--- config.mk ---
export PLATFORM = sky130hd
export DESIGN_NAME = iob_cache_write_burst_channel_flat
export DESIGN_NICKNAME = d
export VERILOG_FILES = /design/src/rtl/iob_cache_write_burst_channel_pkg.sv /design/src/rtl/iob_cache_write_burst_channel_if.sv /design/src/rtl/iob_cache_write_burst_channel.sv /design/src/flat_wrapper.sv
export SDC_FILE = /design/constraint.sdc
export NUM_CORES = 1
export LEC_CHECK = 0
export CORE_MARGIN = 5
export CORE_UTILIZATION = 39
export DETAILED_ROUTE_END_ITERATION = 6
export GPL_ROUTABILITY_DRIVEN = 0
export PLACE_DENSITY_LB_ADDON = 0.15
export SLEW_MARGIN = 20
export SYNTH_ARGS = -nofsm -noshare
export SYNTH_HDL_FRONTEND = slang
export SYNTH_SLANG_ARGS = --single-unit
--- constraint.sdc ---
create_clock -name clk -period 4.1 [get_ports clk]
set_clock_uncertainty 0.1 [all_clocks]
set_input_delay 0.615 -clock clk [delete_from_list [all_inputs] [get_ports clk]]
set_output_delay 0.615 -clock clk [all_outputs]
set_load 0.05 [all_outputs]
--- src/rtl/iob_cache_write_burst_channel_pkg.sv ---
// Shared constants, state encoding and sizing helpers for the write burst channel.
// Latency: n/a (compile-time definitions only).
// Backpressure: n/a.
package iob_cache_write_burst_channel_pkg;

    localparam int WRITE_THROUGH = 0;
    localparam int WRITE_BACK    = 1;

    typedef enum logic {
        ST_IDLE = 1'b0,
        ST_SEND = 1'b1
    } state_t;

    function automatic int nbytes(input int width);
        return width / 8;
    endfunction

    function automatic int log2c(input int value);
        return (value > 1) ? $clog2(value) : 0;
    endfunction

    // Beats per request: write-through always sends one beat, write-back
    // splits a line that is wider than the back-end bus.
    function automatic int burst_beats(input int pol, input int line_w, input int be_data_w);
        if (pol == WRITE_BACK && line_w > be_data_w) begin
            return line_w / be_data_w;
        end
        return 1;
    endfunction

endpackage

--- src/rtl/iob_cache_write_burst_channel_if.sv ---
// Front-end write request plus back-end beat bus of the write burst channel.
// Latency: n/a (wiring only).
// Backpressure: valid/ready on the front end, be_valid/be_ready on the back end.
interface iob_cache_write_burst_channel_if
    import iob_cache_write_burst_channel_pkg::*;
#(
    parameter int ADDR_W    = 32,
    parameter int FE_DATA_W = 32,
    parameter int NBYTES    = 4,
    parameter int BE_ADDR_W = 32,
    parameter int BE_DATA_W = 128
);
    localparam int BE_NBYTES = nbytes(BE_DATA_W);

    logic                  valid;
    logic [ADDR_W-1:0]     addr;
    logic [NBYTES-1:0]     wstrb;
    logic [FE_DATA_W-1:0]  wdata;
    logic                  ready;

    logic                  be_valid;
    logic                  be_ready;
    logic [BE_ADDR_W-1:0]  be_addr;
    logic [BE_DATA_W-1:0]  be_wdata;
    logic [BE_NBYTES-1:0]  be_wstrb;
    logic                  be_last;

    // Requester side: issues writes and accepts beats.
    modport master (
        output valid, addr, wstrb, wdata, be_ready,
        input  ready, be_valid, be_addr, be_wdata, be_wstrb, be_last
    );

    // Channel side: accepts writes and issues beats.
    modport slave (
        input  valid, addr, wstrb, wdata, be_ready,
        output ready, be_valid, be_addr, be_wdata, be_wstrb, be_last
    );

endinterface

--- src/rtl/iob_cache_write_burst_channel.sv ---
// Captures one cache write (word for write-through, dirty line for write-back) and emits it as back-end beats.
// Latency: first beat valid the cycle after acceptance; one beat per cycle while be_ready is high.
// Backpressure: beat fields hold while be_ready is low; a new request is taken only as the final beat leaves.
module iob_cache_write_burst_channel
    import iob_cache_write_burst_channel_pkg::*;
#(
    parameter int ADDR_W        = 32,
    parameter int DATA_W        = 32,
    parameter int BE_DATA_W     = 128,
    parameter int BE_ADDR_W     = 32,
    parameter int WORD_OFFSET_W = 3,
    parameter int WRITE_POL     = WRITE_THROUGH
) (
    input  logic                                  clk,
    input  logic                                  reset,
    iob_cache_write_burst_channel_if.slave        bus,
    output logic                                  busy
);

    localparam int NBYTES     = nbytes(DATA_W);
    localparam int BE_NBYTES  = nbytes(BE_DATA_W);
    localparam int LINE_W     = DATA_W * (2 ** WORD_OFFSET_W);
    localparam int FE_DATA_W  = (WRITE_POL == WRITE_BACK) ? LINE_W : DATA_W;
    localparam int BEATS      = burst_beats(WRITE_POL, LINE_W, BE_DATA_W);
    localparam int CNT_W      = (BEATS > 1) ? log2c(BEATS) : 1;
    localparam int FE_OFF_W   = log2c(NBYTES);
    localparam int BE_OFF_W   = log2c(BE_NBYTES);
    localparam int LINE_OFF_W = log2c(LINE_W / 8);
    localparam int BASE_OFF_W = (LINE_OFF_W > BE_OFF_W) ? LINE_OFF_W : BE_OFF_W;

    state_t                 state_q, state_d;
    logic [ADDR_W-1:0]      cap_addr_q, cap_addr_d;
    logic [NBYTES-1:0]      cap_wstrb_q, cap_wstrb_d;
    logic [FE_DATA_W-1:0]   cap_wdata_q, cap_wdata_d;
    logic [CNT_W-1:0]       beat_cnt;
    logic [BE_ADDR_W-1:0]   addr_ext;
    logic                   send;
    logic                   beat_fire;
    logic                   last;
    logic                   accept;
    logic                   unused_sink;

    assign send         = (state_q == ST_SEND);
    assign busy         = send;
    assign beat_fire    = send & bus.be_ready;
    // Ready while empty, or as the final beat leaves so bursts chain with no bubble.
    assign bus.ready    = ~send | (beat_fire & last);
    assign accept       = bus.valid & bus.ready;
    assign bus.be_valid = send;
    assign bus.be_last  = last;
    // Back-end addresses truncate or zero-extend the captured front-end address.
    assign addr_ext     = BE_ADDR_W'(cap_addr_q);
    assign unused_sink  = ^{cap_addr_q, cap_wstrb_q, cap_wdata_q, beat_cnt, addr_ext};

    // Next state and capture register: load on accept, empty after the final beat.
    always_comb begin
        state_d     = state_q;
        cap_addr_d  = cap_addr_q;
        cap_wstrb_d = cap_wstrb_q;
        cap_wdata_d = cap_wdata_q;
        if (accept) begin
            state_d     = ST_SEND;
            cap_addr_d  = bus.addr;
            cap_wstrb_d = bus.wstrb;
            cap_wdata_d = bus.wdata;
        end else if (beat_fire && last) begin
            state_d = ST_IDLE;
        end
    end

    // State and capture registers; reset drops any burst in flight.
    always_ff @(posedge clk or posedge reset) begin
        if (reset) begin
            state_q     <= ST_IDLE;
            cap_addr_q  <= '0;
            cap_wstrb_q <= '0;
            cap_wdata_q <= '0;
        end else begin
            state_q     <= state_d;
            cap_addr_q  <= cap_addr_d;
            cap_wstrb_q <= cap_wstrb_d;
            cap_wdata_q <= cap_wdata_d;
        end
    end

    generate
        if (BEATS > 1) begin : g_cnt
            logic [CNT_W-1:0] cnt_q, cnt_d;

            // Beat counter: cleared by a new request, advanced per accepted beat.
            always_comb begin
                cnt_d = cnt_q;
                if (accept) begin
                    cnt_d = '0;
                end else if (beat_fire) begin
                    cnt_d = cnt_q + CNT_W'(1);
                end
            end

            // Beat counter register.
            always_ff @(posedge clk or posedge reset) begin
                if (reset) begin
                    cnt_q <= '0;
                end else begin
                    cnt_q <= cnt_d;
                end
            end

            assign beat_cnt = cnt_q;
            assign last     = (cnt_q == CNT_W'(BEATS - 1));
        end else begin : g_no_cnt
            assign beat_cnt = '0;
            assign last     = 1'b1;
        end

        if (WRITE_POL == WRITE_BACK) begin : g_wb
            logic [31:0] data_shift;

            assign data_shift   = 32'(beat_cnt) * 32'(BE_DATA_W);
            assign bus.be_addr  = {addr_ext[BE_ADDR_W-1:BASE_OFF_W], BASE_OFF_W'(0)}
                                + (BE_ADDR_W'(beat_cnt) << BE_OFF_W);
            // A line narrower than the beat lands zero-extended in the low bits.
            assign bus.be_wdata = BE_DATA_W'(cap_wdata_q >> data_shift);
            // Whole-line writes enable every byte; held low while idle.
            assign bus.be_wstrb = {BE_NBYTES{send}};
        end else begin : g_wt
            logic [BE_NBYTES-1:0] strb_ext;

            assign strb_ext     = BE_NBYTES'(cap_wstrb_q);
            assign bus.be_addr  = {addr_ext[BE_ADDR_W-1:BE_OFF_W], BE_OFF_W'(0)};
            // The word is copied into every lane; the strobe picks the real one.
            assign bus.be_wdata = {(BE_DATA_W / DATA_W){cap_wdata_q}};
            if (BE_OFF_W > FE_OFF_W) begin : g_lane
                assign bus.be_wstrb = strb_ext << (NBYTES * int'(cap_addr_q[BE_OFF_W-1:FE_OFF_W]));
            end else begin : g_one_lane
                assign bus.be_wstrb = strb_ext;
            end
        end
    endgenerate

endmodule

--- src/flat_wrapper.sv ---
// flat-port wrapper written by rule: the top's interface ports become plain ports
module iob_cache_write_burst_channel_flat import iob_cache_write_burst_channel_pkg::*;
#(
    parameter int ADDR_W        = 32,
    parameter int DATA_W        = 32,
    parameter int BE_DATA_W     = 128,
    parameter int BE_ADDR_W     = 32,
    parameter int WORD_OFFSET_W = 3,
    parameter int WRITE_POL     = WRITE_THROUGH
)
  (clk, reset, busy, bus_valid, bus_addr, bus_wstrb, bus_wdata, bus_be_ready, bus_ready, bus_be_valid, bus_be_addr, bus_be_wdata, bus_be_wstrb, bus_be_last);
  iob_cache_write_burst_channel_if #(.ADDR_W(ADDR_W), .FE_DATA_W(32), .NBYTES(4), .BE_ADDR_W(BE_ADDR_W), .BE_DATA_W(BE_DATA_W)) bus_i ();
  input  logic clk;
  input  logic reset;
  output logic busy;
  input wire logic [$bits(bus_i.valid)-1:0] bus_valid;
  input wire logic [$bits(bus_i.addr)-1:0] bus_addr;
  input wire logic [$bits(bus_i.wstrb)-1:0] bus_wstrb;
  input wire logic [$bits(bus_i.wdata)-1:0] bus_wdata;
  input wire logic [$bits(bus_i.be_ready)-1:0] bus_be_ready;
  output wire logic [$bits(bus_i.ready)-1:0] bus_ready;
  output wire logic [$bits(bus_i.be_valid)-1:0] bus_be_valid;
  output wire logic [$bits(bus_i.be_addr)-1:0] bus_be_addr;
  output wire logic [$bits(bus_i.be_wdata)-1:0] bus_be_wdata;
  output wire logic [$bits(bus_i.be_wstrb)-1:0] bus_be_wstrb;
  output wire logic [$bits(bus_i.be_last)-1:0] bus_be_last;
  assign bus_i.valid = bus_valid;
  assign bus_i.addr = bus_addr;
  assign bus_i.wstrb = bus_wstrb;
  assign bus_i.wdata = bus_wdata;
  assign bus_i.be_ready = bus_be_ready;
  assign bus_ready = bus_i.ready;
  assign bus_be_valid = bus_i.be_valid;
  assign bus_be_addr = bus_i.be_addr;
  assign bus_be_wdata = bus_i.be_wdata;
  assign bus_be_wstrb = bus_i.be_wstrb;
  assign bus_be_last = bus_i.be_last;
  iob_cache_write_burst_channel #(.ADDR_W(ADDR_W), .DATA_W(DATA_W), .BE_DATA_W(BE_DATA_W), .BE_ADDR_W(BE_ADDR_W), .WORD_OFFSET_W(WORD_OFFSET_W), .WRITE_POL(WRITE_POL)) u_core (.clk(clk), .reset(reset), .bus(bus_i), .busy(busy));
endmodule
==> flow_summary.ini, run 1 <==
[logic_synthesis]
synth_common_cells = 130 x buf_4, 67 x dfrtp_1, 40 x mux2_4
synthCells = 295
syn_area_per_cell_sq_um = 12.89
async_flop_share_pct = 100.0
synth_most_common_cell = buf_4
synth-edff-count = 0
ys_warn_count = 0
synth_top_area_share_pct = 44.11
synth_area_leaders = dfrtp_1 44%, buf_4 26%, mux2_4 16%
ys_seq_elements = 67
ys_seq_area_share_pct = 44.11
yosys.area.top_type = dfrtp_1
netlist_area_sq_um = 3801
ys_dominant_reg_cell = dfrtp_1
synth_cell_types = 16

[floorplan]
die-area_sq_um = 11820
die_x_microns = 108.7
start_util_pct = 39.43
io_pins = 252
core_area_sq_um = 9639
rows = 36
die_h_microns = 108.7

[setup_path]
reg2reg_slack_ns = 2.27
regToRegStartpoint = u_core.bus.be_valid
path_cells = nor2b_1 > and2_1 > clkdlybuf4s50_1
cp-start-kind = flop
crit_path_top_delay_cell = clkdlybuf4s50_1
crit_path_start = u_core.addr_ext[3]
crit_path_end = bus_be_wstrb[9]
r2r_end = u_core.addr_ext[31]
cp-end-kind = output pin
worstSetupPathType = flop to output pin
crit_required_ns = 3.38
critPathArrivalTime_ns = 2.05
max_stage_delay_ns = 0.81
r2r_cells = 4
worst-path-max-fanout = 8

[route]
routed_wl_mm = 8.651
dr.pass1.iters = 4
num_vias = 2329
drt-met1-wl_mm = 3.263
wire_per_inst_microns = 15.56
drcViolationCount = 0
via_per_inst = 4.189
postRouteAntennaNets = 0
wl_met3_microns = 917
top_layer_used = met4
drt_iter0_drc = 30
met2_length_mm = 4.355

[sta]
max_slew_margin_pct = 54.92
finalCritPeriodShare_pct = 67.43
whs_ns = 0.4088
period_needed_ns = 2.765
tightest_slew_ns = 0.6762
rsz0062_at_grt = no
fin_tns_setup_ns = 0
fmax_mhz = 361.7
drv_slew = 0
finalSetupViolations = 0
hold_viol = 0

[power]
p_leak_nw = 2.394
p_clk_share_pct = 17.4
p_sw_mw = 1.436
power.internal_mw = 1.626
switching_share_pct = 46.90
peakVddDrop_v = 0.0002618
p_seq_share_pct = 27.8
p_per_area_nw_per_um2 = 549.8
power_frac_comb_pct = 54.8

[layout]
area_growth_pct = 46.51
drive_above_1_share_pct = 20.57
num_antenna_cells = 0
nFillCells = 814
num-nets-final = 490

[outcome]
status = completed

[grt]
grt_max_degree = 55
grt_util_all_layers_pct = 13.97
grt_pass1_vias = 2358
antenna_found_initial = 0
grt_pass1_wl_mm = 12.65
gr-total-overflow = 0

[clocking]
ctsHtreeMaxLevel = 3
clk_path_buf_depth = 2
clk_pin_slew_worst_paths_ns = 0.07
clock_sinks = 67
cts_tree = done
clockRootBuffer = clkbuf_8
cts_hold_buf = 0
postCtsSetupBuffers = 0
clkLatencyLatePin_ns = 0.33
cts_resized = 0
numCtsBuffers = 9

[run]
maxCapViolations = 0

[placed_design]
hpwl_mm = 6.786
io_buffers = 244

[min_path]
min-delay-path-class = flop to flop
==> worst max-delay path: cells and delay by family, from the launching register on <==
family	cells	cell delay (ns)
flip-flops	1	0.46
buffers and inverters	1	0.81
AND/OR/NAND/NOR	2	0.44
==> state kept, by name (all words and copies together) (netlist names) <==
signal / flops
u_core.addr_ext: 30
u_core.cap_wstrb_q: 4
u_core.bus.be_valid: 1
u_core.cap_wdata_q: 32
==> cell families after synthesis <==
logic type | after synthesis | synth area share [%]
buf+inv | 138 | 28.44
flops | 67 | 44.11
mux | 66 | 23.50
simple gates | 22 | 3.752
other cells | 2 | 0.1976
==> cells in the final DEF (no fill, tap or decap) <==
master	count
clkdlybuf4s50_1	244
clkinv_2	3
clkinv_4	1
nand2b_4	1
conb_1	5
and3_1	4
nor2_1	1
inv_2	1
mux2_2	26
nand2_4	1
clkinvlp_4	2
buf_12	1
mux2_4	40
bufinv_16	1
and2_1	12
nand2b_1	1
dfrtp_1	67
nor2b_1	2
clkbuf_8	9
buf_4	1
==> per-layer routing <==
layer	track usage, %	vias up
met5	0	-
met4	5.951	0
met3	4.855	11
met2	23.92	140
met1	15.78	1109
li1	-	1069
==> power groups by stage <==
stage	logic (mW)	registers (mW)	clock network, mW
2_1_floorplan	1.21	1.01	0
3_3_place_gp	1.68	0.860	0
3_5_place_dp	1.69	0.865	0
4_1_cts	1.69	0.854	0.559
5_1_grt	1.73	0.873	0.586
6_report	1.68	0.851	0.533
==> cell type report <==
cell class              instances  area (sq um)  area share, %
inverters                       1         3.754        0.06740
clock inverters                 7         68.82          1.236
clock buffers                   9         123.9          2.224
multi-input cells              93          1060          19.03
well taps                     133         166.4          2.988
flip-flops and latches         67          1677          30.11
repair buffers                246          2470          44.35
==> how the worst min path moves through the flow <==
stage                         from                  end  slack (ns)  depth (start not counted)
6_report        u_core.addr_ext[4]   u_core.addr_ext[4]        0.41                          1
5_1_grt         u_core.addr_ext[4]   u_core.addr_ext[4]        0.42                          1
3_3_place_gp   u_core.addr_ext[15]  u_core.addr_ext[15]        0.39                          1
2_1_floorplan  u_core.addr_ext[17]  u_core.addr_ext[17]        0.38                          1
3_5_place_dp   u_core.addr_ext[17]  u_core.addr_ext[17]        0.39                          1
4_1_cts         u_core.addr_ext[4]   u_core.addr_ext[4]        0.41                          1
==> metrics by stage <==
| step | utilization [%] | cell area, sq um | std cells | setup WS, ns | total power, mW |
|---|---|---|---|---|---|
| after global placement | 55.78 | 5376 | 540 | 1.373 | 2.544 |
| final | 57.78 | 5569 | 556 | 1.335 | 3.062 |
| after floorplan | - | 3812 | 298 | 1.702 | 2.221 |
| after global routing | 57.78 | 5569 | 556 | 1.206 | 3.184 |
| after detailed placement | 55.78 | 5376 | 540 | 1.366 | 2.555 |
| after CTS | 57.78 | 5569 | 556 | 1.296 | 3.105 |
Power figures use the tool's default switching activity.
==> run 2: changes to the inputs <==
--- a/config.mk
+++ b/config.mk
@@ -6,7 +6,7 @@
 export NUM_CORES = 1
 export LEC_CHECK = 0
 export CORE_MARGIN = 5
-export CORE_UTILIZATION = 39
+export CORE_UTILIZATION = 33
 export DETAILED_ROUTE_END_ITERATION = 6
 export GPL_ROUTABILITY_DRIVEN = 0
 export PLACE_DENSITY_LB_ADDON = 0.15
==> constraint.sdc (replaced) <==
create_clock -name clk -period 2.31 [get_ports clk]
set_clock_uncertainty 0.1 [all_clocks]
set_input_delay 0.3465 -clock clk [delete_from_list [all_inputs] [get_ports clk]]
set_output_delay 0.3465 -clock clk [all_outputs]
set_load 0.05 [all_outputs]
==> run 2 against run 1 <==
  * Hold slack got worse by 0.11 ns
  * Combinational power grew 77%
  * Core utilization shrank 7.7 points
  * First-iteration DRC count up 57%
  * Final area up 2.1%
  * Cell count up 2.3%
  * Sequential share of layout area down 0.63 points
  * Global-route usage decreased by 1.2 points
  * Power grew 87%
  * Wire length up 3.5%
  * Critical path type unchanged
  * Largest power group unchanged
==> flow_summary.ini, run 2 (same netlist as run 1, synthesis figures left out) <==
[outcome]
status = completed

[clocking]
clkLatencyLatePin_ns = 0.32
clock_sinks = 67
postCtsSetupBuffers = 0
clockRootBuffer = clkbuf_16
cts_resized = 0
numCtsBuffers = 9
cts_hold_buf = 0
ctsHtreeMaxLevel = 3
cts_tree = done
clk_pin_slew_worst_paths_ns = 0.06
clk_path_buf_depth = 2

[sta]
fin_tns_setup_ns = 0
hold_viol = 0
timing.final.ws_setup_ns = 0.1021
fmax_mhz = 452.9
finalCritPeriodShare_pct = 95.58
tightest_slew_ns = 0.5494
rsz0062_at_grt = no
finalSetupViolations = 0
max_slew_margin_pct = 63.26
drv_slew = 0
period_needed_ns = 2.208

[setup_path]
worstSetupPathType = flop to output pin
max_stage_delay_ns = 0.81
cp-end-kind = output pin
worst-path-max-fanout = 8
r2r_cells = 4
crit_path_top_delay_cell = clkdlybuf4s50_1
crit_required_ns = 1.86
path_cells = and3_1 > clkdlybuf4s50_1
critPathArrivalTime_ns = 1.76
crit_path_end = bus_be_wstrb[12]
reg2reg_slack_ns = 0.74
crit_family = buffers and inverters
r2r_end = u_core.addr_ext[6]
cp-start-kind = flop
crit_path_start = u_core.addr_ext[2]
regToRegStartpoint = u_core.bus.be_valid
critical_path_buf_inv_count = 1
critical_path_cell_count = 2

[route]
top_layer_used = met4
drcViolationCount = 0
wire_per_inst_microns = 15.73
drt-met1-wl_mm = 3.380
postRouteAntennaNets = 0
drt_iter0_drc = 47
wl_met3_microns = 929
routed_wl_mm = 8.951
num_vias = 2340
met2_length_mm = 4.533
dr.pass1.iters = 3
via_per_inst = 4.112

[power]
peakVddDrop_v = 0.0004867
power_frac_comb_pct = 52.1
p_sw_mw = 2.606
switching_share_pct = 45.49
fin_total_pwr_mw = 5.728
p_clk_share_pct = 21.5
p_leak_nw = 2.479
p_per_area_nw_per_um2 = 1007
power.internal_mw = 3.123
p_seq_share_pct = 26.4

[min_path]
min-delay-path-class = input port to async pin

[run]
maxCapViolations = 0

[placed_design]
hpwl_mm = 7.097
dp.cells = 553
io_buffers = 244
dp_slack_ns = 0.2779

[layout]
largest-register = u_core.cap_wdata_q
area_growth_pct = 49.64
final_cells = 569
largest_reg_flops = 32
post-route-util_pct = 50.03
num-nets-final = 493
layout_common_cells = 231 x clkdlybuf4s50_1, 67 x dfrtp_1, 40 x mux2_4
num_antenna_cells = 0
final_common_cell = clkdlybuf4s50_1
drive_above_1_share_pct = 23.94

[grt]
grt_pass1_wl_mm = 14.39
antenna_found_initial = 0
grt_util_all_layers_pct = 12.75
grt_max_degree = 44
gr-total-overflow = 0
grt_pass1_vias = 2622

[floorplan]
die_h_microns = 117.3
io_pins = 252
rows = 39
die_x_microns = 117.3
core_area_sq_um = 11370
die-area_sq_um = 13770
start_util_pct = 33.43
-- run 2: how the worst min path moves through the flow --
stage / to / depth (start not counted)
2_1_floorplan: u_core.bus.be_valid / 1
3_3_place_gp: u_core.addr_ext[9] / 1
3_5_place_dp: u_core.addr_ext[18] / 1
4_1_cts: u_core.cap_wdata_q[2] / 3
5_1_grt: u_core.addr_ext[4] / 3
6_report: u_core.addr_ext[4] / 3
-- run 2: stage by stage --
step / hold slack (ns) / cell area (sq um)
finish: 0.2989 / 5688
detailed placement: 0.3937 / 5416
global placement: 0.3878 / 5416
CTS: 0.3070 / 5688
global route: 0.3385 / 5688
floorplan: 0.3549 / 3812
-- run 2: power by group through the flow --
stage / Clock [mW] / Combinational, mW / Sequential (mW)
floorplan: 0 / 2.15 / 1.80
global placement: 0 / 3.00 / 1.52
detailed placement: 0 / 3.01 / 1.54
CTS: 1.28 / 3.01 / 1.52
global route: 1.34 / 3.07 / 1.55
finish: 1.23 / 2.98 / 1.51
-- run 2: tightest hold or removal path: cells and delay by family --
family | cells | cell delay (ns)
buf+inv | 3 | 0.77
-- run 2: layout make-up --
class	instances	area, sq um
tap	143	178.9
clock buffer	10	229.0
fill	1022	5682
sequential	67	1677
multi-input combinational	93	1060
clock inverter	6	42.54
timing repair buffer	249	2497
inverter	1	3.754
-- run 2: metal layers --
metal / GRT usage (%) / vias to the layer above
met4: 3.698 / 0
met1: 14.22 / 1116
li1: - / 1073
met2: 21.99 / 141
met3: 5.534 / 10
met5: 0 / -
